File: src/rtl/branch_unit.sv
// Branch resolution unit: decodes the branch condition, computes the target,
// hands a redirect to fetch and then holds flush for a fixed number of cycles.
module branch_unit #(
  parameter int unsigned ADDR_W    = 32,
  parameter int unsigned PC_W      = 16,
  parameter int unsigned FLAG_W    = 6,
  parameter int unsigned FLUSH_CYC = 2,
  parameter int unsigned CNT_W     = 16
) (
  input  logic              clk_i,
  input  logic              rst_i,
  input  logic              valid_i,
  output logic              ready_o,
  input  logic [PC_W-1:0]   pc_i,
  input  logic [3:0]        cc_i,
  input  logic [FLAG_W-1:0] flags_i,
  input  logic [ADDR_W-1:0] src_i,
  input  logic              abs_i,
  output logic              redirect_valid_o,
  output logic [ADDR_W-1:0] redirect_addr_o,
  input  logic              fetch_ready_i,
  output logic              flush_o,
  output logic [CNT_W-1:0]  taken_cnt_o
);

  localparam int unsigned FCNT_W = 4;
  // Value loaded into the flush counter on handshake; unused when FLUSH_CYC is 0.
  localparam logic [FCNT_W-1:0] FLUSH_INIT =
    (FLUSH_CYC == 0) ? FCNT_W'(0) : FCNT_W'(FLUSH_CYC - 1);

  typedef enum logic [1:0] {
    IDLE     = 2'd0,
    REDIRECT = 2'd1,
    FLUSH    = 2'd2
  } state_e;

  state_e              state_q;
  logic [FCNT_W-1:0]   fcnt_q;
  logic                ready_q;
  logic                redirect_valid_q;
  logic                flush_q;
  logic [ADDR_W-1:0]   redirect_addr_q;
  logic [CNT_W-1:0]    taken_cnt_q;
  logic [CNT_W-1:0]    taken_cnt_d;

  logic                cond_c;
  logic                taken_c;
  logic                accept_c;
  logic [ADDR_W-1:0]   dest_c;

  // Base condition select from the low three condition-code bits.
  always_comb begin
    cond_c = 1'b0;
    case (cc_i[2:0])
      3'b000:  cond_c = 1'b1;
      3'b001:  cond_c = flags_i[5];
      3'b010:  cond_c = flags_i[4];
      3'b011:  cond_c = flags_i[3];
      3'b100:  cond_c = flags_i[2];
      3'b101:  cond_c = flags_i[1];
      3'b110:  cond_c = flags_i[0];
      default: cond_c = 1'b0;
    endcase
  end

  assign taken_c  = cond_c ^ cc_i[3];
  assign accept_c = valid_i && ready_q;

  // Relative target wraps modulo 2^ADDR_W; the pc is zero-extended first.
  assign dest_c = abs_i ? src_i : (ADDR_W'(pc_i) + src_i);

  // Saturating taken counter.
  assign taken_cnt_d = (taken_cnt_q == {CNT_W{1'b1}}) ? taken_cnt_q
                                                      : taken_cnt_q + CNT_W'(1);

  always_ff @(posedge clk_i) begin
    if (rst_i) begin
      state_q          <= IDLE;
      fcnt_q           <= '0;
      ready_q          <= 1'b1;
      redirect_valid_q <= 1'b0;
      flush_q          <= 1'b0;
      redirect_addr_q  <= '0;
      taken_cnt_q      <= '0;
    end else begin
      case (state_q)
        IDLE: begin
          // Not-taken requests are consumed without touching any state.
          if (accept_c && taken_c) begin
            state_q          <= REDIRECT;
            redirect_addr_q  <= dest_c;
            taken_cnt_q      <= taken_cnt_d;
            ready_q          <= 1'b0;
            redirect_valid_q <= 1'b1;
          end
        end
        REDIRECT: begin
          if (fetch_ready_i) begin
            redirect_valid_q <= 1'b0;
            if (FLUSH_CYC == 0) begin
              state_q <= IDLE;
              ready_q <= 1'b1;
            end else begin
              state_q <= FLUSH;
              fcnt_q  <= FLUSH_INIT;
              flush_q <= 1'b1;
            end
          end
        end
        FLUSH: begin
          if (fcnt_q == '0) begin
            state_q <= IDLE;
            flush_q <= 1'b0;
            ready_q <= 1'b1;
          end else begin
            fcnt_q <= fcnt_q - FCNT_W'(1);
          end
        end
        default: begin
          state_q          <= IDLE;
          fcnt_q           <= '0;
          ready_q          <= 1'b1;
          redirect_valid_q <= 1'b0;
          flush_q          <= 1'b0;
        end
      endcase
    end
  end

  assign ready_o          = ready_q;
  assign redirect_valid_o = redirect_valid_q;
  assign redirect_addr_o  = redirect_addr_q;
  assign flush_o          = flush_q;
  assign taken_cnt_o      = taken_cnt_q;

endmodule

File: config.mk
export PLATFORM = sky130hd
export DESIGN_NAME = branch_unit
export DESIGN_NICKNAME = d
export VERILOG_FILES = /design/src/rtl/branch_unit.sv
export SDC_FILE = /design/constraint.sdc
export NUM_CORES = 1
export LEC_CHECK = 0
export ABC_AREA = 1
export BUFFER_PORTS_ARGS = -buffer_cell sky130_fd_sc_hd__buf_2
export CAP_MARGIN = 10
export CELL_PAD_IN_SITES_DETAIL_PLACEMENT = 0
export CELL_PAD_IN_SITES_GLOBAL_PLACEMENT = 1
export CORE_AREA = 2 2 112 114
export DETAILED_ROUTE_END_ITERATION = 16
export DIE_AREA = 0 0 114 116
export HOLD_SLACK_MARGIN = 0.1
export PLACE_DENSITY = 0.83
export REMOVE_ABC_BUFFERS = 1
export SLEW_MARGIN = 20
export SYNTH_ARGS = -nofsm -noshare
export SYNTH_HDL_FRONTEND = slang
export SYNTH_SLANG_ARGS = --single-unit
File: constraint.sdc
create_clock -name clk_i -period 2.6 [get_ports clk_i]
set_clock_uncertainty 0.15 [all_clocks]
set_input_delay 0.52 -clock clk_i [delete_from_list [all_inputs] [get_ports clk_i]]
set_output_delay 0.52 -clock clk_i [all_outputs]
set_load 0.02 [all_outputs]
==> results.py <==
metrics = {
    "outcome": {
        "outcome": "finished clean",
    },
    "power": {
        "ir_drop_mv": 0.285,
        "power.static_leakage_nw": 2.66,
        "power_density_mw_per_mm2": 704,
    },
    "sta": {
        "timing.fmax_mhz": 467,
        "timing.setup.tns_ns": 0,
        "slew_worst_pin_ns": 0.561,
        "finalCritPeriodShare_pct": 82.4,
        "layout_min_cycle_time_ns": 2.14,
        "final-setup-viol-count": 0,
        "report.final.hold_viol_count": 0,
        "grt_setup_unrepaired": "false",
        "final.hold.worst_slack_ns": 0.300,
        "maxSlewViolCount": 0,
        "max_slew_margin_pct": 62.4,
    },
    "worst_setup_path": {
        "worst-r2r-setup-slack_ns": 0.58,
        "criticalPathCategory": "in -> reg",
        "required_time_at_the_worst_slack_endpoint_ns": 2.66,
        "critical-path-slowest-cell": "sky130_fd_sc_hd__ha_1",
        "critPathArrivalTime_ns": 2.21,
        "r2r_cells": 7,
        "critical-path-max-stage-delay_ns": 0.31,
        "cp_num_buf_inv": 1,
        "startpoint_type": "input pin",
        "crit_chain": "buf_2 > ha_1 > or2_1 > and2_1 > nand2_1 > nand2_1 > nand3_1 > nand3_1 > nand3_1 > nand2_1 > nor2_1 > nor2_1",
        "cp_delay_by_family_top": "simple AND/OR/NAND/NOR gates",
        "worstSetupEndpointType": "flop",
        "rr_startpoint": "taken_cnt_o[0]",
        "timing.critical_path.fanout_max": 4,
        "r2r_end": "taken_cnt_o[14]",
    },
    "global_route": {
        "global_route_wire_length_before_repair_um": 21000,
        "grt_remaining_overflow": 0,
        "overall_track_demand_over_capacity_in_global_routing_pct": 19.8,
        "grt_pass1_vias": 4624,
        "pin_count_of_the_biggest_net_entering_global_routing": 49,
        "grt_antenna_before_repair": 0,
    },
    "clocking": {
        "root_buffer_selected_by_cts": "sky130_fd_sc_hd__clkbuf_16",
        "cts.clk_slew.worst_paths_ns": 0.05,
        "post_cts.repair.setup_buffers": 0,
        "cts-root-to-sink-buffers": 2,
        "insertion_delay_ns": 0.32,
        "number_of_buffers_created_by_cts": 9,
        "clock_tree.htree_level_count": 3,
        "post_cts_resize_count": 0,
        "tritoncts_clock_tree": "yes",
        "postCtsHoldBufs": 0,
        "cts_num_sinks": 57,
    },
    "cells_and_area": {
        "post_route_cells_drive_above_1_share_pct": 18.6,
        "area_growth_pct": 21.7,
        "layout.filler_cells": 1272,
        "layout.cells.non_filler": 960,
        "insertedDiodeCount": 0,
        "nNetsFinal": 896,
    },
    "drt": {
        "ant_nets": 0,
        "post-route-drc-count": 0,
        "first_pass_iters": 5,
        "drt_wl_cell_um": 13.2,
        "drt_iter0_drc": 229,
        "post_detailed_routing_wire_length_um": 12700,
        "vias": 4746,
        "detail_route.vias_per_cell": 4.94,
    },
    "yosys": {
        "synth_cell_type_count": 34,
        "most_common_cell_in_the_synthesized_netlist": "sky130_fd_sc_hd__nand2_1",
        "postSynth.asyncResetShare_pct": 0,
        "yosys.area.top_type": "sky130_fd_sc_hd__dfxtp_1",
        "synth.cell_area_sq_mm": 0.00435,
        "ys_warn_count": 0,
        "ys_seq_elements": 57,
        "synthesis.area_per_instance_sq_um": 6.23,
        "synth_enable_flop_cells": 0,
        "seq_area_frac_synth_pct": 26.2,
        "synth_cells": 698,
        "post-synth-top-area-fraction_pct": 26.2,
        "leading_cell_types_by_total_area_after_synthesis": "sky130_fd_sc_hd__dfxtp_1, sky130_fd_sc_hd__nand2_1, sky130_fd_sc_hd__inv_1",
        "predominant_post_synthesis_flop_cell": "sky130_fd_sc_hd__dfxtp_1",
        "synth_common_cells": "sky130_fd_sc_hd__nand2_1, sky130_fd_sc_hd__inv_1, sky130_fd_sc_hd__nand3_1",
    },
    "die": {
        "row_count": 40,
        "core_area_sq_mm": 0.0119,
        "floorplan.die.height_um": 116,
        "fp.dieW_um": 114,
        "io-pin-count": 114,
        "start_util_pct": 36.5,
        "die-area_sq_mm": 0.0132,
    },
    "min_path": {
        "hold-path-endpoint": "fcnt_q[2]",
        "whs_path_depth": 1,
        "min-delay-start": "fcnt_q[2]",
        "hold_path.class": "reg -> reg",
    },
    "place": {
        "hpwlAfterDp_um": 9940,
        "placement.io_buffers": 113,
        "globalplace.congestion": 0.893,
        "dp_cells": 946,
    },
    "run": {
        "timing.max_cap.violations": 0,
    },
}
kinds of logic (layout without fill, tap and decap cells):
| kind of cell | Yosys count | count (layout) | synth area share [%] |
|---|---|---|---|
| AND/OR/NAND/NOR | 367 | 367 | 36.3 |
| buffers and inverters | 115 | 230 | 11.2 |
| AO/OA/AOI/OAI | 113 | 113 | 14.8 |
| flip-flops | 57 | 57 | 26.2 |
| adder cells (fa/ha/maj) | 23 | 23 | 6.79 |
| XOR/XNOR | 21 | 21 | 4.23 |
| multiplexers | 2 | 2 | 0.460 |
layout make-up:
type	instances	area [sq um]	share of cell area (%)
clock buffers	13	240	4.54
clock inverters	1	5.00	0.0945
inverters	96	360	6.81
multi-input cells	526	2720	51.4
flip-flops and latches	57	1140	21.6
well taps	147	184	3.47
repair buffers	120	643	12.1
layer usage:
layer  part of all wire [%]  global-route usage, %
met5                      0                      0
met4                    1.6                   6.67
met3                    4.8                   3.09
met2                     47                   35.6
met1                     46                   24.2
sequential cells by signal (all words and copies together) (netlist names):
name	cells
fcnt_q	4
redirect_valid_o	1
state_q	2
redirect_addr_o	32
taken_cnt_o	16
ready_o	1
flush_o	1
placed cells by master (no fill, tap or decap), drive strengths merged, types with 16 or more instances in the layout:
| master | instances |
|---|---|
| nand3 | 68 |
| o21ai | 34 |
| nand2 | 199 |
| buf | 120 |
| a21oi | 66 |
| nor3 | 17 |
| dfxtp | 57 |
| nor2 | 58 |
| xor2 | 16 |
| inv | 95 |
| ha | 22 |
report_power, final:
part,switching [mW],leakage (nW),internal (mW)
clock,0.405,0.120,0.633
sequential,0.0915,0.465,1.06
combinational,1.01,2.07,0.528
total,1.51,2.66,2.22
worst max-delay path by stage:
stage,startpoint,to,slack [ns],depth (start not counted)
4_1_cts,pc_i[2],redirect_addr_o[23],0.46,12
6_report,src_i[2],redirect_addr_o[23],0.46,12
3_3_place_gp,pc_i[0],redirect_addr_o[16],0.15,12
2_1_floorplan,cc_i[1],taken_cnt_o[12],0.39,11
5_1_grt,pc_i[0],redirect_addr_o[28],0.29,14
3_5_place_dp,pc_i[2],redirect_addr_o[23],0.11,12
per-stage QoR:
stage / area, sq um / power [mW] / util [%] / worst slack (ns)
after global placement: 5050 / 2.68 / 42.4 / 0.150
after CTS: 5300 / 3.76 / 44.5 / 0.456
after global routing: 5300 / 4.00 / 44.5 / 0.289
final: 5300 / 3.73 / 44.5 / 0.457
after floorplan: 4220 / 2.20 / - / 0.386
after detailed placement: 5050 / 2.71 / 42.4 / 0.111
Note: power is estimated with default switching activity, not from simulation.
